===== config.mk =====
export PLATFORM = sky130hd
export DESIGN_NAME = irq_encoder_flat
export DESIGN_NICKNAME = d
export VERILOG_FILES = /design/src/rtl/irq_encoder_pkg.sv /design/src/rtl/irq_encoder_if.sv /design/src/rtl/irq_encoder_prienc_8.sv /design/src/rtl/irq_encoder.sv /design/src/flat_wrapper.sv
export SDC_FILE = /design/constraint.sdc
export NUM_CORES = 1
export LEC_CHECK = 0
export CORE_MARGIN = 2
export CORE_UTILIZATION = 44
export DETAILED_ROUTE_END_ITERATION = 7
export PLACE_DENSITY_LB_ADDON = 0.08
export RECOVER_POWER = 100
export SYNTH_ARGS = -nofsm -noshare
export SYNTH_HDL_FRONTEND = slang
export SYNTH_SLANG_ARGS = --single-unit

===== constraint.sdc =====
create_clock -name ph1 -period 1.75 [get_ports ph1]
set_clock_uncertainty 0.2 [all_clocks]
set_input_delay 0.2625 -clock ph1 [delete_from_list [all_inputs] [get_ports ph1]]
set_output_delay 0.2625 -clock ph1 [all_outputs]
set_load 0.005 [all_outputs]

===== src/rtl/irq_encoder_pkg.sv =====
// Shared constants and FSM encoding for the interrupt encoder.
package irq_encoder_pkg;
  localparam int NIRQ        = 8;
  localparam int VEC_W       = 3;
  localparam int SYNC_STAGES = 2;

  typedef enum logic [2:0] {
    ST_IDLE = 3'd0,
    ST_REQ  = 3'd1,
    ST_GAP  = 3'd2
  } state_e;
endpackage


===== src/rtl/irq_encoder_if.sv =====
// CPU-side request/acknowledge handshake of the interrupt encoder.
interface irq_encoder_if import irq_encoder_pkg::*; ();
  logic             req;
  logic [VEC_W-1:0] vec;
  logic             ack;

  modport master (output req, output vec, input ack);
  modport slave  (input req, input vec, output ack);
endinterface


===== src/rtl/irq_encoder_prienc_8.sv =====
// 8-input priority encoder: index of the highest set bit; zero input gives 0.
module prienc_8 (
  input  logic [7:0] in_i,
  output logic [2:0] idx_o
);
  always_comb begin
    idx_o = '0;
    for (int i = 0; i < 8; i++)
      if (in_i[i]) idx_o = 3'(i);
  end
endmodule


===== src/rtl/irq_encoder.sv =====
// Synchronizes raw interrupt lines, latches rising edges as pending, and
// presents the highest-index eligible line to the CPU with a req/ack handshake.
module irq_encoder import irq_encoder_pkg::*; (
  input  logic             ph1,
  input  logic             reset_b,
  input  logic [NIRQ-1:0]  irq,
  input  logic             mask_we,
  input  logic [NIRQ-1:0]  mask_d,
  output logic [NIRQ-1:0]  mask_q,
  output logic [NIRQ-1:0]  pend_q,
  irq_encoder_if.master    cpu
);
  localparam logic [VEC_W-1:0] TOP = VEC_W'(NIRQ-1);

  state_e                 state_q, state_d;
  logic [NIRQ-1:0]        s1_q, s1_d, s2_q, s2_d, prev_q, prev_d;
  logic [NIRQ-1:0]        armed_q, armed_d, pend_d, mask_sel_d;
  logic [SYNC_STAGES-1:0] vld_pipe_q, vld_pipe_d;
  logic [VEC_W-1:0]       vec_q, vec_d;

  logic [NIRQ-1:0]  set, clr, elig;
  logic [VEC_W-1:0] top_idx, svc_idx;
  logic             req, ack_fire, latch;

  assign elig = pend_q & mask_q;

  prienc_8 u_prienc (.in_i(elig), .idx_o(top_idx));

  // State register
  always_ff @(posedge ph1 or negedge reset_b) begin
    if (!reset_b) state_q <= ST_IDLE;
    else          state_q <= state_d;
  end

  // Next-state logic
  always_comb begin
    state_d = state_q;
    case (state_q)
      ST_IDLE: if (|elig)   state_d = ST_REQ;
      ST_REQ:  if (cpu.ack) state_d = ST_GAP;
      ST_GAP:               state_d = ST_IDLE;
      default:              state_d = ST_IDLE;
    endcase
  end

  // FSM outputs
  always_comb begin
    req      = (state_q == ST_REQ);
    ack_fire = (state_q == ST_REQ) && cpu.ack;
    latch    = (state_q == ST_IDLE) && (|elig);
  end

  assign cpu.req = req;
  assign cpu.vec = vec_q;

  // A line is armed only once the sync pipe carries real samples and has
  // shown it low, so a line held high through reset cannot fake an edge.
  always_comb begin
    s1_d       = irq;
    s2_d       = s1_q;
    prev_d     = s2_q;
    vld_pipe_d = {vld_pipe_q[SYNC_STAGES-2:0], 1'b1};
    armed_d    = armed_q | (~s2_q & {NIRQ{vld_pipe_q[SYNC_STAGES-1]}});
    set        = armed_q & s2_q & ~prev_q;
    svc_idx    = TOP - vec_q;
    clr        = '0;
    if (ack_fire) clr[svc_idx] = 1'b1;
    pend_d     = (pend_q & ~clr) | set;
    mask_sel_d = mask_we ? mask_d : mask_q;
    vec_d      = latch ? (TOP - top_idx) : vec_q;
  end

  always_ff @(posedge ph1 or negedge reset_b) begin
    if (!reset_b) begin
      s1_q       <= '0;
      s2_q       <= '0;
      prev_q     <= '0;
      vld_pipe_q <= '0;
      armed_q    <= '0;
      pend_q     <= '0;
      mask_q     <= '0;
      vec_q      <= '0;
    end else begin
      s1_q       <= s1_d;
      s2_q       <= s2_d;
      prev_q     <= prev_d;
      vld_pipe_q <= vld_pipe_d;
      armed_q    <= armed_d;
      pend_q     <= pend_d;
      mask_q     <= mask_sel_d;
      vec_q      <= vec_d;
    end
  end
endmodule

===== src/flat_wrapper.sv =====
// flat-port wrapper written by rule: the top's interface ports become plain ports
module irq_encoder_flat import irq_encoder_pkg::*;
  (ph1, reset_b, irq, mask_we, mask_d, mask_q, pend_q, cpu_req, cpu_vec, cpu_ack);
  irq_encoder_if cpu_i ();
  input  logic ph1;
  input  logic reset_b;
  input  logic [NIRQ-1:0] irq;
  input  logic mask_we;
  input  logic [NIRQ-1:0] mask_d;
  output logic [NIRQ-1:0] mask_q;
  output logic [NIRQ-1:0] pend_q;
  output wire logic [$bits(cpu_i.req)-1:0] cpu_req;
  output wire logic [$bits(cpu_i.vec)-1:0] cpu_vec;
  input wire logic [$bits(cpu_i.ack)-1:0] cpu_ack;
  assign cpu_req = cpu_i.req;
  assign cpu_vec = cpu_i.vec;
  assign cpu_i.ack = cpu_ack;
  irq_encoder u_core (.ph1(ph1), .reset_b(reset_b), .irq(irq), .mask_we(mask_we), .mask_d(mask_d), .mask_q(mask_q), .pend_q(pend_q), .cpu(cpu_i));
endmodule

Word-level counts from Yosys, hierarchy flattened. Index checks and enable logic that the tools add are counted.

Flip-flop bits (word level): 56. Word-level logic and storage cells: 45.

Add/sub/neg operators: 2. Order comparisons: 2. Equal/unequal tests: 3. Multiplexer cells: 13. Bitwise gates (word level): 10. Reductions and logical operators: 6.

Operators with widths (number): $and A8 B8 Y8 (5); $mux W3 (8); $not A8 Y8 (3); $or A8 B8 Y8 (2); $mux W8 (1); $reduce_or A8 Y1 (1); $pmux W3 S2 (1); $sub A3 B3 Y3 const A (2); $lt A3 B4 Y1 const B (1); $demux W1 S3 (1); $eq A3 B1 Y1 const B (1); $ge A3 B1 Y1 const B (1); $logic_and A1 B1 Y1 (3); $logic_not A3 Y1 (1); $mux W1 (2); $ne A2 B1 Y1 const B (1); $ne A2 B2 Y1 const B (1); $reduce_and A2 Y1 (1).

Logic depth before layout (Yosys ltp).
Depth in word-level cells: 9. Depth in mapped cells: 4. Depth with buffers taken out: 4.

Modules after synthesis. Synthesis repeated with hierarchy kept, for this count alone.

Cell total of the unflattened synthesis: 143. Area total of the unflattened synthesis: 1915.6 um2.

By module, submodules not included: irq_encoder (instances 1, cells an instance 133, area an instance 1870.5 um2); prienc_8 (instances 1, cells an instance 10, area an instance 45.0 um2).

Worst setup path before layout. OpenSTA, ideal clock, no wires.

Kind: register -> register. Start point: register u_core.mask_q[3]. End point: register u_core.vec_q[0], in the netlist u_core.cpu.vec[0]. Arrival time: 1418 ps. Required time: 1425 ps. Slack: 7 ps. Stages on the path, launching flop included: 5. Clock period less this slack: 1743 ps. Cells stage by stage: dfrtp_1 a22o_1 a221o_1 o21a_1 mux2_4.

Word-level cells in the longest chain between the ends: 7. Elaborated cells between the ends (all ways): 9. Those cells by class: add/sub (1); mux (5); bitwise (1); reduce/logical (2).

Ends and longest elaborated chain: start, declared (line irq_encoder.sv:9) `output logic [NIRQ-1:0] mask_q,`; start signal, assigned (line irq_encoder.sv:90) `mask_q <= mask_sel_d;`; $and A8 B8 Y8 * (line irq_encoder.sv:25) `assign elig = pend_q & mask_q;`; $mux W3 (5 in series) (line irq_encoder_prienc_8.sv:9) `if (in_i[i]) idx_o = 3'(i);`; $sub A3 B3 Y3 (line irq_encoder.sv:70) `vec_d = latch ? (TOP - top_idx) : vec_q;`; end signal, assigned (line irq_encoder.sv:91) `vec_q <= vec_d;`; end, declared (line irq_encoder.sv:19) `logic [VEC_W-1:0] vec_q, vec_d;`.

Every way passes the cells marked *; elsewhere a longest branch is shown, timed or not. A chain may end at the register's enable or synchronous reset.

Worst setup path in the final report. Ends and elaborated chain as after synthesis.

==> results.sh <==
export IMPL_run_status="complete, but fails checks"
export IMPL_drt_initial_drc_count=57
export IMPL_yosysUniqueCellTypes=23
export IMPL_h_tree_depth=2
export IMPL_via_per_inst=4.91
export IMPL_grt_remaining_overflow=0
export IMPL_min_path_type="reg2reg"
export IMPL_violations="negative setup slack"
export IMPL_row_count=23
export IMPL_layout_nets=214
export IMPL_post_route_min_period_ns=1.75
export IMPL_syn_avg_cell_area_um2=13.9
export IMPL_clkPwrFrac=0.263
export IMPL_die_x_um=69.2
export IMPL_cts_sinks=55
export IMPL_grt_pass1_vias=1262
export IMPL_critPathKind="reg2reg"
export IMPL_cts_buffers=5
export IMPL_ios=40
export IMPL_cp_end_kind="register"
export IMPL_place_congestion=0.831
export IMPL_grt_first_pass_wirelength_um=5690
export IMPL_vdd_ir_drop_max_mv=0.831
export IMPL_dieArea_um2=4780
export IMPL_drtPass1Iterations=4
export IMPL_synthesis_area_um2=1870
export IMPL_dp_worst_setup_slack_ns=-0.0184
export IMPL_p_switching_uw=839
export IMPL_switching_share=0.266
export IMPL_drv_cap=0
export IMPL_dp_hpwl_um=2450
export IMPL_yosys_warnings=0
export IMPL_relSlewSlack=0.533
export IMPL_wl_per_cell_um=13.6
export IMPL_critPathLaunch="u_core.mask_q[3]"
export IMPL_crit_path_start_kind="register"
export IMPL_maxSlewViolCount=0
export IMPL_cp_data_arrival_time_ns=1.75
export IMPL_netlist_instances=134
export IMPL_grt_usage=0.151
export IMPL_cts_tree="built"
export IMPL_syn_nets=154
export IMPL_antenna_found_initial=0
export IMPL_clk_pin_slew_ns=0.09
export IMPL_drive_gt1_frac=0.118
export IMPL_fin_total_pwr_uw=3150
export IMPL_coreArea_um2=4030
export IMPL_drc=0
export IMPL_fin_tns_setup_ns=-0.00380
export IMPL_tightest_slew_ns=0.701
export IMPL_fillers=328
export IMPL_p_int_uw=2320
export IMPL_cts_root_buf="clkbuf_8"
export IMPL_fmax_mhz=570
export IMPL_antenna_cells=0
export IMPL_ys_seq_area_frac=0.737
export IMPL_p_seq_frac=0.486
export IMPL_vias=1202
export IMPL_min_from="u_core.s1_q[1]"
export IMPL_initial_core_util=0.464
export IMPL_routed_wl_um=3330
export IMPL_cts_buffer_depth=2
export IMPL_worst_slack_ns=-0.00380
export IMPL_required_ns=1.74
export IMPL_ys_seq_elements=55
export IMPL_worstSkewPairLatency_ns=0.30
export IMPL_finalHoldViolCount=0
export IMPL_p_leak_uw=0.00111
export IMPL_grt_max_degree=56
export IMPL_setup_viol=1
export IMPL_hold_depth=0
export IMPL_period_share=1.00
export IMPL_rsz0062_at_grt="yes"
export IMPL_utilization=0.628
export IMPL_area_delta_synth_final_pct=35.5
export IMPL_reg2reg_depth=4
export IMPL_comb_power_share=0.250
export IMPL_chipHeight_um=69.2
export IMPL_port_buffers=39
export IMPL_rr_startpoint="u_core.mask_q[3]"
export IMPL_crit_fanout=3
export IMPL_power_density_nw_per_um2=1250
export IMPL_drtAntennaViolNets=0
critical path, stage by stage, from the launching register on:
cell,delay [ns]
dfrtp_1,0.39
a22o_1,0.24
a221o_1,0.29
o21a_1,0.23
mux2_4,0.31
synthesized netlist by cell type (all sizes together):
cell    instances  area (um^2)
o31ai           2         15.0
nand2b          3         18.8
dfrtp          55         1380
clkbuf          2         7.51
o21ai          14         70.1
a21o            9         67.6
o21a            1         7.51
a32o            2         20.0
nand3           1         5.00
nor2            1         3.75
nor2b           1         6.26
nand2          15         56.3
conb            1         3.75
a21oi           3         15.0
inv             9         33.8
a22oi           1         7.51
a31oi           1         6.26
mux2           10          120
a22o            1         8.76
and3b           1         8.76
a221o           1         10.0
power groups by stage:
stage	Sequential [uW]	Combinational [uW]	Clock [uW]
2_1_floorplan	1570	296	0
3_3_place_gp	1580	732	0
3_5_place_dp	1590	752	0
4_1_cts	1570	777	854
5_1_grt	1550	857	913
6_report	1530	789	831
layout make-up:
class,instances,area [um^2],share of cell area
flip-flops and latches,55,1380,0.545
clock buffers,5,68.8,0.0272
well taps,50,62.6,0.0247
inverters,9,33.8,0.0133
clock inverters,3,46.3,0.0183
multi-input cells,68,450,0.178
repair buffers,55,490,0.194
logic make-up (layout without fill, tap and decap cells):
group	Yosys count	in the layout	share of synthesized area
AO/OA/AOI/OAI	35	35	0.122
buffers and inverters	11	72	0.0221
multiplexers	10	10	0.0643
flip-flops	55	55	0.737
AND/OR/NAND/NOR	22	22	0.0529
other	1	1	0.00201
per-stage QoR:
step,hold slack [ns],std cells,cell area [um^2]
detailed placement,0.0807,231,2400
global route,0.173,245,2530
CTS,0.157,243,2540
floorplan,-0.233,134,1870
global placement,0.0722,231,2400
finish,0.154,245,2530
cells in the final DEF (no fill, tap or decap), drive strengths merged:
cell,count
dfrtp,55
clkdlybuf4s50,20
nand2,15
o21ai,14
clkbuf,12
dlygate4sd3,11
inv,10
mux2,10
a21o,9
buf,9
nand2b,3
a21oi,3
dlygate4sd2,3
clkdlybuf4s25,3
o31ai,2
a32o,2
dlymetal6s2s,2
and3b,1
nor2b,1
a22o,1
a221o,1
a22oi,1
nand3,1
nor2,1
o21a,1
a31oi,1
bufinv,1
clkinvlp,1
conb,1
repair_timing:
action,CTS,global route
gates resized for setup,6,5
pin swaps,1,0
setup buffers,3,2
endpoints found under the hold margin,55,0
hold buffers,1,0
endpoints found under the setup margin,7,9
final timing paths:
| check | to | slack [ns] |
|---|---|---|
| max | u_core.cpu.vec[0] | -0.004 |
| min reg2reg | u_core.prev_d[1] | 0.15 |
| max in group asynchronous | u_core.cpu.vec[2] | 0.41 |
| min in group asynchronous | u_core.prev_q[7] | 0.46 |
| min | u_core.prev_d[1] | 0.15 |
| max reg2reg | u_core.cpu.vec[0] | -0.004 |
layer usage:
layer / wire, um / GRT usage / part of all wire
met1: 1390 / 0.176 / 0.42
met5: 0 / 0 / 0
met4: 52 / 0.0479 / 0.016
met3: 191 / 0.0482 / 0.057
met2: 1700 / 0.265 / 0.51
sequential cells by signal (all words and copies together), names as in the netlist:
| register | cells |
|---|---|
| u_core.prev_q | 8 |
| u_core.mask_q | 8 |
| u_core.pend_q | 8 |
| u_core.vld_pipe_q | 2 |
| u_core.prev_d | 8 |
| u_core.s1_q | 8 |
| u_core.armed_q | 8 |
| u_core.state_q | 2 |
| u_core.cpu.vec | 3 |
No activity file was read; power rests on OpenSTA's default activity.
